### config.mk
export PLATFORM = sky130hd
export DESIGN_NAME = lfsr_share_ctrl
export DESIGN_NICKNAME = d
export VERILOG_FILES = /design/src/rtl/lfsr_share_ctrl.sv
export SDC_FILE = /design/constraint.sdc
export NUM_CORES = 1
export LEC_CHECK = 0
export ABC_CLOCK_PERIOD_IN_PS = 1500
export BUFFER_PORTS_ARGS = -buffer_cell sky130_fd_sc_hd__buf_2
export CELL_PAD_IN_SITES_DETAIL_PLACEMENT = 0
export CELL_PAD_IN_SITES_GLOBAL_PLACEMENT = 1
export CORE_MARGIN = 2
export CORE_UTILIZATION = 32
export CTS_CLUSTER_DIAMETER = 60
export DETAILED_ROUTE_END_ITERATION = 10
export PLACE_DENSITY = 0.82
export SYNTH_ARGS = -nofsm -noshare
export SYNTH_HDL_FRONTEND = slang
export SYNTH_SLANG_ARGS = --single-unit
### constraint.sdc
create_clock -name clk -period 1.5 [get_ports clk]
set_clock_uncertainty 0.05 [all_clocks]
set_input_delay 0.225 -clock clk [delete_from_list [all_inputs] [get_ports clk]]
set_output_delay 0.225 -clock clk [all_outputs]
set_load 0.005 [all_outputs]
### src/rtl/lfsr_share_ctrl.sv
// rtl/lfsr_share_ctrl.sv - round-robin arbiter sharing one LFSR among requesters
module lfsr_share_ctrl #(
    parameter int N_REQ = 4,
    parameter int WIDTH = 16,
    parameter int STEPS = 16
) (
    input  logic             clk,
    input  logic             rst,
    input  logic [N_REQ-1:0] i_req,
    output logic [N_REQ-1:0] o_gnt,
    output logic             o_valid,
    output logic [WIDTH-1:0] o_data,
    output logic             o_lfsr_en,
    input  logic [WIDTH-1:0] i_lfsr_data,
    output logic             o_busy
);

    localparam int IDX_W = (N_REQ > 1) ? $clog2(N_REQ) : 1;
    localparam int CNT_W = $clog2(STEPS + 1);

    localparam logic [1:0] S_IDLE  = 2'd0;
    localparam logic [1:0] S_STEP  = 2'd1;
    localparam logic [1:0] S_LATCH = 2'd2;
    localparam logic [1:0] S_DONE  = 2'd3;

    logic [1:0]       state;
    logic [IDX_W-1:0] ptr;
    logic [IDX_W-1:0] idx;
    logic [CNT_W-1:0] cnt;
    logic [IDX_W-1:0] win_idx;
    logic [IDX_W-1:0] rr_cand;

    // Round-robin pick: scan from farthest to nearest after ptr so the nearest requester wins
    always_comb begin
        win_idx = ptr;
        rr_cand = '0;
        for (int k = N_REQ; k >= 1; k--) begin
            rr_cand = IDX_W'((int'(ptr) + k) % N_REQ);
            if (i_req[rr_cand]) begin
                win_idx = rr_cand;
            end
        end
    end

    // Grant sequencing: arbitrate, step the LFSR STEPS times, capture, announce
    always_ff @(posedge clk) begin
        if (rst) begin
            state  <= S_IDLE;
            ptr    <= IDX_W'(N_REQ - 1);
            idx    <= '0;
            cnt    <= '0;
            o_data <= '0;
        end else begin
            case (state)
                S_IDLE: begin
                    if (|i_req) begin
                        idx   <= win_idx;
                        cnt   <= CNT_W'(STEPS);
                        state <= S_STEP;
                    end
                end
                S_STEP: begin
                    cnt <= cnt - CNT_W'(1);
                    if (cnt == CNT_W'(1)) begin
                        state <= S_LATCH;
                    end
                end
                S_LATCH: begin
                    o_data <= i_lfsr_data;
                    state  <= S_DONE;
                end
                default: begin
                    ptr   <= idx;
                    state <= S_IDLE;
                end
            endcase
        end
    end

    // Moore outputs decoded purely from registered state and index
    always_comb begin
        o_lfsr_en = (state == S_STEP);
        o_valid   = (state == S_DONE);
        o_busy    = (state != S_IDLE);
        o_gnt     = '0;
        for (int i = 0; i < N_REQ; i++) begin
            if ((state != S_IDLE) && (idx == IDX_W'(i))) begin
                o_gnt[i] = 1'b1;
            end
        end
    end

endmodule

==> results of run 1 <==
## power groups by stage
stage | Combinational [W] | Sequential [W] | Clock, W
final | 0.00186 | 0.00108 | 0.000418
after floorplan | 0.00108 | 0.00107 | 0
after global routing | 0.00207 | 0.00111 | 0.000465
after global placement | 0.00171 | 0.00107 | 0
after detailed placement | 0.00172 | 0.00107 | 0
after CTS | 0.00182 | 0.00107 | 0.000440
## path summary, 6_finish.rpt
check	slack [ns]	end	start	depth (start not counted)
setup / recovery	-0.09	o_gnt[1]	state[1]	5
hold / removal	0.13	o_data[15]	i_lfsr_data[15]	3
setup reg to reg	-0.09	state[1]	cnt[1]	6
hold reg to reg	0.45	o_data[13]	o_data[13]	2
## sequential cells by signal (all words and copies together), names as in the netlist
name    flops
cnt         5
idx         2
state       2
o_data     16
ptr         2
## critical path, stage by stage, from the launching register on
cell     delay (ns)
dfxtp_1        0.35
inv_2          0.07
ha_4           0.17
buf_4          0.15
nor3b_1        0.16
buf_2          0.14
## kinds of logic after synthesis
logic type | count (synthesis) | synth area share, %
xor+xnor | 2 | 1.359
flops | 27 | 41.94
simple gates | 47 | 18.64
buf+inv | 15 | 4.660
compound gates | 18 | 11.84
mux | 19 | 14.76
fa+ha+maj | 7 | 6.796
## layout by cell type (no fill, tap or decap), drive strengths merged, types with 4 or more instances in the layout
master,instances
buf,60
ha,7
mux2i,19
a21oi,4
nor2,26
inv,9
dfxtp,27
clkbuf,4
## repair_timing
item	4_1_cts	5_1_grt
pin swaps	2	4
endpoints found under the hold margin	0	0
gates resized for setup	13	3
setup buffers	1	0
endpoints found under the setup margin	10	12
## layer usage
metal	vias up	part of all wire [%]	global-route usage, %
li1	580	-	-
met1	479	51	17.43
met2	48	39	19.61
met3	2	8.8	3.500
met4	0	0.78	4.592
met5	-	0	0
## area by class of cell
type	instances	share of cell area, %
Clock buffer	4	2.532
Inverter	9	1.899
Multi-Input combinational cell	93	41.63
Sequential cell	27	30.59
Tap cell	50	3.516
Timing Repair Buffer	60	19.83
## metrics by stage
stage               hold WS, ns  util, %  instances
global placement         0.4056    42.40        238
global route             0.1288    45.13        243
detailed placement       0.4191    42.40        238
floorplan                0.3222        -        135
finish                   0.1306    45.13        243
CTS                      0.1268    44.78        243
==> impl_metrics.py, run 1 <==
metrics = {
    "run_status": {
        "run_status": "finished with violations",
        "failed_checks": "setup timing",
    },
    "power_and_ir_drop": {
        "cellLeakagePower_nw": 0.8253,
        "clkPwrFrac_pct": 12.5,
        "p_sw_w": 0.001219,
        "power_report.internal_total_w": 0.002131,
        "total_power_w": 0.003349,
        "power.share.combinational_pct": 55.4,
        "seq_power_share_pct": 32.1,
        "irDropWorstVdd_uv": 672.7,
        "power.switching_fraction_pct": 36.39,
        "power-per-cell-area_nw_per_um2": 1883,
    },
    "synth": {
        "synthDistinctLibCells": 31,
        "synth-warning-count": 0,
        "most_used_flip_flop_cell_after_synthesis": "dfxtp_1",
        "syn_area_um2": 1289,
        "synth.largest_area_cell": "dfxtp_1",
        "syn-num-nets": 164,
        "mean_area_per_synthesized_cell_um2": 9.546,
        "ys_seq_area_share_pct": 41.94,
        "synth_area_leaders": "dfxtp_1 42%, mux2i_1 15%, nor2_1 7.6%",
        "asyncSetResetFlopFracSynth_pct": 0,
        "yosys_register_bits": 27,
        "yosys.area.top_type_share_pct": 41.94,
        "number_of_enable_type_register_cells_in_the_synthesized_netlist": 0,
        "postSynthCellCount": 135,
        "post-synth-top-count-cell": "dfxtp_1",
        "synth.top_cells.by_count": "27 x dfxtp_1, 26 x nor2_1, 19 x mux2i_1",
    },
    "routing": {
        "dr.first_iter.drc_count": 50,
        "drt_pass1_iterations": 4,
        "via_count": 1109,
        "drt_drc_violations_left": 0,
        "detail_route.wl_per_cell_um": 11.05,
        "route.final.wire_length_um": 2684,
        "detail-route-antenna-nets": 0,
        "post_drt_via_cell_ratio": 4.564,
    },
    "placed_design": {
        "dp_worst_setup_slack_ns": -0.09534,
        "dpl.hpwl_um": 1906,
        "placed_area_um2": 1672,
        "numPortBuffers": 44,
        "gp_congestion": 0.7531,
    },
    "cts": {
        "path_clk_slew_ns": 0.09,
        "htreeDepth": 1,
        "max-clock-path-buffers": 2,
        "clk_root_buffer_cell": "clkbuf_8",
        "tritoncts": "yes",
        "cts-buffers-inserted": 3,
        "numClockSinks": 27,
        "number_of_hold_buffers_added_after_cts": 0,
        "worstSkewPairLatency_ns": 0.27,
    },
    "critical_path": {
        "cp-end-kind": "primary output",
        "crit_required_ns": 1.22,
        "setup.worst_path.start_class": "flip-flop",
        "critical_path.max_fanout": 5,
        "arrival_ns": 1.32,
        "critPathKind": "reg -> out",
    },
    "sta": {
        "fmax_mhz": 627.9,
        "final.setup.worst_slack_ns": -0.09267,
        "timing.final.crit_share_pct": 106.2,
        "finalWorstPathRequiredPeriod_ns": 1.593,
        "finalSetupViolations": 6,
        "timing_worst_slew_pin_value_ns": 0.4846,
        "setup_total_negative_slack_ns": -0.4761,
        "slew_headroom_pct": 67.70,
        "timing.final.hold_violations": 0,
        "unrepaired_setup_endpoints_after_global_routing": "yes",
        "report.final.slew_viol_count": 0,
    },
    "grt": {
        "track_usage_pct": 12.90,
        "grt_antenna_before_repair": 0,
        "pin_count_of_the_biggest_net_entering_global_routing": 27,
        "first_pass_grt_wire_length_um": 4533,
        "gr-total-overflow": 0,
        "first_global_vias": 1022,
    },
    "floorplan": {
        "initial_core_util_pct": 32.69,
        "die_area_um2": 4551,
        "core_region_area_um2": 3943,
        "fp-row-count": 23,
        "die_width_um": 67.46,
        "ioPinCount": 45,
        "die_height_um": 67.46,
    },
    "worst_hold_path": {
        "timing.hold.worst.class": "in -> reg",
    },
    "final_layout": {
        "multi_input_area_um2": 740.7,
        "final_nets": 223,
        "seq_area_um2": 544.3,
        "antennaDiodeCount": 0,
        "post_route_cells_drive_above_1_share_pct": 40.93,
        "layout.filler_cells": 370,
        "areaGrowthSynthToFinish_pct": 38.06,
        "final_design_area_no_fill_um2": 1779,
    },
    "job": {
        "cap_viol_max_count": 0,
    },
}
Power figures use the tool's default switching activity.
==> inputs of run 2 (changes only) <==
Settings changed: BUFFER_PORTS_ARGS -buffer_cell sky130_fd_sc_hd__buf_2 to default, CORE_UTILIZATION 32 to 40, DONT_BUFFER_PORTS from default to 1, PLACE_DENSITY 0.82 to 0.81.
==> run 2 against run 1 <==
The run ends with hold timing, setup timing left; die area is 19% lower; maximum frequency is 2.4% lower; worst hold slack worse by 0.25 ns; critical path type is now reg -> reg; register-to-register slack worse by 0.04 ns; non-clock buffer count is 39 lower.
==> impl_metrics.py, run 2 (same netlist as run 1, synthesis figures left out) <==
metrics = {
    "run_status": {
        "run_status": "finished with violations",
        "failed_checks": "hold timing, setup timing",
    },
    "sta": {
        "unrepaired_setup_endpoints_after_global_routing": "yes",
        "finalSetupViolations": 5,
        "hold-worst-slack_ns": -0.1216,
        "finalWorstPathRequiredPeriod_ns": 1.631,
        "timing.final.hold_violations": 25,
        "final.setup.worst_slack_ns": -0.1311,
        "setup_total_negative_slack_ns": -0.3718,
        "fmax_mhz": 613.1,
        "report.final.slew_viol_count": 0,
        "timing.final.crit_share_pct": 108.7,
        "timing_worst_slew_pin_value_ns": 0.3586,
        "slew_headroom_pct": 76.06,
    },
    "power_and_ir_drop": {
        "clkPwrFrac_pct": 9.1,
        "irDropWorstVdd_uv": 850.9,
        "seq_power_share_pct": 32.1,
        "power.switching_fraction_pct": 38.38,
        "power.share.combinational_pct": 58.8,
        "power_report.internal_total_w": 0.002192,
        "cellLeakagePower_nw": 0.6510,
        "power-per-cell-area_nw_per_um2": 2136,
        "p_sw_w": 0.001366,
    },
    "floorplan": {
        "die_height_um": 60.76,
        "core_region_area_um2": 3053,
        "die_area_um2": 3692,
        "ioPinCount": 45,
        "die_width_um": 60.76,
        "fp-row-count": 20,
        "initial_core_util_pct": 42.21,
    },
    "final_layout": {
        "layout.filler_cells": 270,
        "final_nets": 184,
        "multi_input_area_um2": 815.8,
        "final_design_area_no_fill_um2": 1665,
        "post_route_cells_drive_above_1_share_pct": 35.71,
        "final-instance-count-excl-fill": 198,
        "number_of_flip_flops_in_the_largest_register": 16,
        "antennaDiodeCount": 0,
        "leading_cell_types_in_the_layout_fill_and_taps_excluded": "24 x nor2_1, 23 x dfxtp_1, 19 x mux2i_1, 16 x buf_4, 5 x inv_1",
        "largestRegisters": "o_data x16, cnt x5",
        "areaGrowthSynthToFinish_pct": 29.22,
        "seq_area_um2": 545.5,
        "final_common_cell": "nor2_1",
        "largest_register": "o_data",
    },
    "grt": {
        "first_pass_grt_wire_length_um": 4409,
        "first_global_vias": 1028,
        "pin_count_of_the_biggest_net_entering_global_routing": 27,
        "track_usage_pct": 16.11,
        "grt_antenna_before_repair": 0,
        "gr-total-overflow": 0,
    },
    "routing": {
        "post_drt_via_cell_ratio": 5.066,
        "drt_pass1_iterations": 4,
        "detail-route-antenna-nets": 0,
        "drt_drc_violations_left": 0,
        "maxUsedRoutingLayer": "met4",
        "met3WireLength_um": 145,
        "via_count": 1003,
        "met2_wirelength_um": 1340,
        "drt-met1-wl_um": 1151,
        "route.final.wire_length_um": 2692,
        "dr.first_iter.drc_count": 36,
        "detail_route.wl_per_cell_um": 13.60,
    },
    "cts": {
        "path_clk_slew_ns": 0.14,
        "cts-buffers-inserted": 3,
        "clk_root_buffer_cell": "clkbuf_4",
        "max-clock-path-buffers": 2,
        "numClockSinks": 27,
        "htreeDepth": 1,
        "worstSkewPairLatency_ns": 0.33,
        "tritoncts": "yes",
    },
    "critical_path": {
        "r2r-start": "cnt[1]",
        "arrival_ns": 1.82,
        "crit_required_ns": 1.69,
        "critical_path_origin": "cnt[1]",
        "critical_path.max_fanout": 2,
        "critPathKind": "reg -> reg",
        "critical_path.slowest_cell": "or4b_4",
        "setup.worst_path.start_class": "flip-flop",
        "cp_slowest_stage_delay_ns": 0.47,
        "cp-end-kind": "flip-flop",
        "crit_path_cell_trace": "inv_2, ha_4, or4b_4, a22oi_2, mux2i_1, nor2_1",
    },
    "worst_hold_path": {
        "min_delay_startpoint": "rst",
        "timing.hold.worst.class": "in -> reg",
    },
    "placed_design": {
        "dp_worst_setup_slack_ns": -0.1140,
        "gp_congestion": 0.7363,
        "placed_area_um2": 1424,
        "dpl.hpwl_um": 1942,
        "numPortBuffers": 0,
        "post-place-cells": 187,
    },
    "job": {
        "cap_viol_max_count": 0,
    },
}
## run 2: cell type report
class | count | share of cell area (%)
flip-flops and latches | 27 | 32.76
well taps | 44 | 3.306
clock buffers | 3 | 1.352
clock inverters | 1 | 0.4508
repair buffers | 21 | 10.82
multi-input cells | 93 | 48.99
inverters | 9 | 2.329
## run 2: through the flow
step | power, W | util, %
6_report | 0.003558 | 54.55
5_1_grt | 0.003828 | 54.55
2_1_floorplan | 0.002149 | -
3_5_place_dp | 0.002585 | 46.64
4_1_cts | 0.003184 | 50.90
3_3_place_gp | 0.002511 | 46.64
## run 2: critical path, delay by kind of cell, from the launching register on
kind                       cells  cell delay (ns)
AOI/OAI and AO/OA              1             0.21
muxes                          1             0.23
and+or+nand+nor                2             0.53
DFF                            1             0.35
adders and majority gates      1             0.11
buffers and inverters          1             0.07
## run 2: metal layers
metal | vias up | global-route usage [%]
li1 | 503 | -
met3 | 4 | 3.838
met4 | 0 | 8.385
met5 | - | 0
met1 | 467 | 17.37
met2 | 29 | 29.03
## run 2: power by group through the flow
stage,sequential (W),clock (W),combinational [W]
after floorplan,0.00107,0,0.00108
after global placement,0.00109,0,0.00142
after detailed placement,0.00110,0,0.00149
after CTS,0.00111,0.000338,0.00174
after global routing,0.00117,0.000361,0.00229
final,0.00114,0.000323,0.00209
## run 2: final timing paths
path	endpoint	slack, ns	depth (start not counted)
min	state[1]	-0.12	1
max	state[1]	-0.13	6
max reg2reg	state[1]	-0.13	6
min reg2reg	o_data[12]	0.49	2
## run 2: what timing repair did
item / in CTS / in global routing
endpoints found under the hold margin: 25 / 26
buffers inserted: 4 / 3
pin swaps: 3 / 9
endpoints found under the setup margin: 15 / 16
resized for setup: 19 / 22
==> inputs of run 3 (changes only) <==
Settings changed: ABC_AREA from default to 1, CORE_UTILIZATION 40 to 38, PLACE_DENSITY 0.81 to 0.82.
==> run 3 against run 2 <==
The run now ends clean; cell count rose by 30%; largest cell class unchanged; wire length rose by 14%; clock power fell by 2%; maximum frequency rose by 13%; cell area rose by 0.23%; synthesized cell count rose by 39%; core utilization fell by 4.9 points; worst hold slack improved by 0.27 ns; via count rose by 26%; critical path depth fell by 3; non-clock buffer count rose by 4.
==> impl_metrics.py, run 3 <==
metrics = {
    "run_status": {
        "run_status": "completed",
    },
    "sta": {
        "setup_total_negative_slack_ns": 0,
        "finalWorstPathRequiredPeriod_ns": 1.443,
        "unrepaired_setup_endpoints_after_global_routing": "no",
        "finalSetupViolations": 0,
        "timing.final.hold_violations": 0,
        "slew_headroom_pct": 77.44,
        "report.final.slew_viol_count": 0,
        "timing.final.crit_share_pct": 96.17,
        "fmax_mhz": 693.2,
        "timing_worst_slew_pin_value_ns": 0.3349,
    },
    "synth": {
        "synth.largest_area_cell": "dfxtp_1",
        "synth_area_leaders": "dfxtp_1 41%, nor2_1 10%, nand2_1 9.6%",
        "syn-num-nets": 216,
        "asyncSetResetFlopFracSynth_pct": 0,
        "synth.top_cells.by_count": "36 x nor2_1, 34 x nand2_1, 27 x dfxtp_1",
        "yosys_register_bits": 27,
        "post-synth-top-count-cell": "nor2_1",
        "number_of_enable_type_register_cells_in_the_synthesized_netlist": 0,
        "mean_area_per_synthesized_cell_um2": 7.119,
        "ys_seq_area_share_pct": 40.60,
        "synth-warning-count": 0,
        "yosys.area.top_type_share_pct": 40.60,
        "most_used_flip_flop_cell_after_synthesis": "dfxtp_1",
        "synthDistinctLibCells": 21,
        "syn_area_um2": 1331,
        "postSynthCellCount": 187,
    },
    "power_and_ir_drop": {
        "cellLeakagePower_nw": 0.7780,
        "power-per-cell-area_nw_per_um2": 1746,
        "irDropWorstVdd_uv": 650.7,
    },
    "final_layout": {
        "antennaDiodeCount": 0,
        "post_route_cells_drive_above_1_share_pct": 18.48,
        "final_nets": 241,
        "number_of_flip_flops_in_the_largest_register": 16,
        "final_common_cell": "nor2_1",
        "seq_area_um2": 543.0,
        "largestRegisters": "o_data x16, cnt x5",
        "areaGrowthSynthToFinish_pct": 25.38,
        "largest_register": "o_data",
        "layout.filler_cells": 345,
        "leading_cell_types_in_the_layout_fill_and_taps_excluded": "36 x nor2_1, 34 x nand2_1, 25 x dfxtp_1, 23 x o21ai_0, 17 x dlygate4sd3_1",
        "final_design_area_no_fill_um2": 1669,
        "multi_input_area_um2": 737.0,
    },
    "floorplan": {
        "die_height_um": 63.19,
        "die_width_um": 63.19,
        "ioPinCount": 45,
        "fp-row-count": 21,
        "die_area_um2": 3993,
        "core_region_area_um2": 3363,
        "initial_core_util_pct": 39.58,
    },
    "cts": {
        "htreeDepth": 1,
        "max-clock-path-buffers": 2,
        "cts-buffers-inserted": 3,
        "path_clk_slew_ns": 0.15,
        "numClockSinks": 27,
        "tritoncts": "yes",
        "worstSkewPairLatency_ns": 0.32,
        "clk_root_buffer_cell": "clkbuf_4",
    },
    "grt": {
        "gr-total-overflow": 0,
        "first_global_vias": 1239,
        "first_pass_grt_wire_length_um": 5375,
        "use_met3_pct": 3.393,
        "pin_count_of_the_biggest_net_entering_global_routing": 17,
        "grt_antenna_before_repair": 0,
        "grt_use_met1_pct": 19.42,
        "use_met2_pct": 29.79,
        "track_usage_pct": 16.36,
        "globalRoute.busiestLayer": "met2",
    },
    "placed_design": {
        "numPortBuffers": 0,
        "gp_congestion": 0.8280,
        "placed_area_um2": 1423,
        "dpl.hpwl_um": 2350,
    },
    "critical_path": {
        "arrival_ns": 1.17,
        "crit_required_ns": 1.22,
        "critical_path_origin": "state[0]",
        "critical_path.max_fanout": 4,
        "cp-end-kind": "primary output",
        "critPathKind": "reg -> out",
        "setup.worst_path.start_class": "flip-flop",
        "r2r-start": "state[0]",
    },
    "routing": {
        "dr.first_iter.drc_count": 124,
        "detail_route.wl_per_cell_um": 11.95,
        "via_count": 1267,
        "detail-route-antenna-nets": 0,
        "drt_pass1_iterations": 4,
        "drt_drc_violations_left": 0,
        "post_drt_via_cell_ratio": 4.930,
        "route.final.wire_length_um": 3072,
    },
    "job": {
        "cap_viol_max_count": 0,
    },
    "worst_hold_path": {
        "min_delay_startpoint": "rst",
        "timing.hold.worst.class": "in -> reg",
    },
}
[run 3: critical path, cell delays in order, from the launching register on]
cell	delay (ns)
dfxtp_2	0.35
buf_4	0.14
ha_2	0.20
buf_4	0.15
[run 3: kinds of logic (layout without fill, tap and decap cells)]
| logic type | Yosys count | count (layout) | synth area share [%] |
|---|---|---|---|
| XOR/XNOR | 2 | 2 | 1.316 |
| AND/OR/NAND/NOR | 94 | 94 | 30.55 |
| buffers and inverters | 22 | 46 | 7.331 |
| flip-flops | 27 | 27 | 40.60 |
| adder cells (fa/ha/maj) | 7 | 7 | 6.579 |
| AO/OA/AOI/OAI | 35 | 35 | 13.63 |
[run 3: final cells by class]
class	count	area share [%]
Tap cell	46	3.448
Sequential cell	27	32.53
Timing Repair Buffer	25	13.79
Multi-Input combinational cell	138	44.15
Clock inverter	1	0.4498
Clock buffer	3	1.349
Inverter	17	4.273
[run 3: what timing repair did]
item / CTS / global route
endpoints found under the hold margin: 21 / 0
buffers inserted: 1 / 0
hold buffers: 17 / 0
pin swaps: 0 / 0
gates resized for setup: 12 / 1
setup endpoints to repair: 6 / 1
[run 3: final timing paths]
check | to | depth (start not counted) | slack, ns
hold / removal | o_data[7] | 3 | 0.14
setup / recovery | o_lfsr_en | 3 | 0.06
setup reg to reg | cnt[2] | 7 | 0.14
hold reg to reg | cnt[1] | 2 | 0.47
[run 3: per-layer routing]
metal / share of wire (%) / vias up
met5: 0 / -
li1: - / 649
met2: 50 / 30
met3: 5.4 / 5
met1: 44 / 583
met4: 1.0 / 0
[run 3: stage by stage]
stage / power [W] / setup WS [ns] / hold slack, ns / cells / util [%]
after floorplan: 0.002102 / 0.1172 / 0.2441 / 187 / -
after global placement: 0.002394 / 0.1303 / 0.2487 / 236 / 42.30
after detailed placement: 0.002470 / 0.06580 / 0.2516 / 236 / 42.30
after CTS: 0.002932 / 0.04138 / 0.1314 / 257 / 49.55
after global routing: 0.003195 / 0.008359 / 0.1892 / 257 / 49.63
final: 0.002914 / 0.05740 / 0.1446 / 257 / 49.63
[run 3: report_power, final]
part,internal [W],switching (W)
combinational,0.000562,0.000828
sequential,0.000989,0.000220
clock,0.000102,0.000214
total,0.00165,0.00126
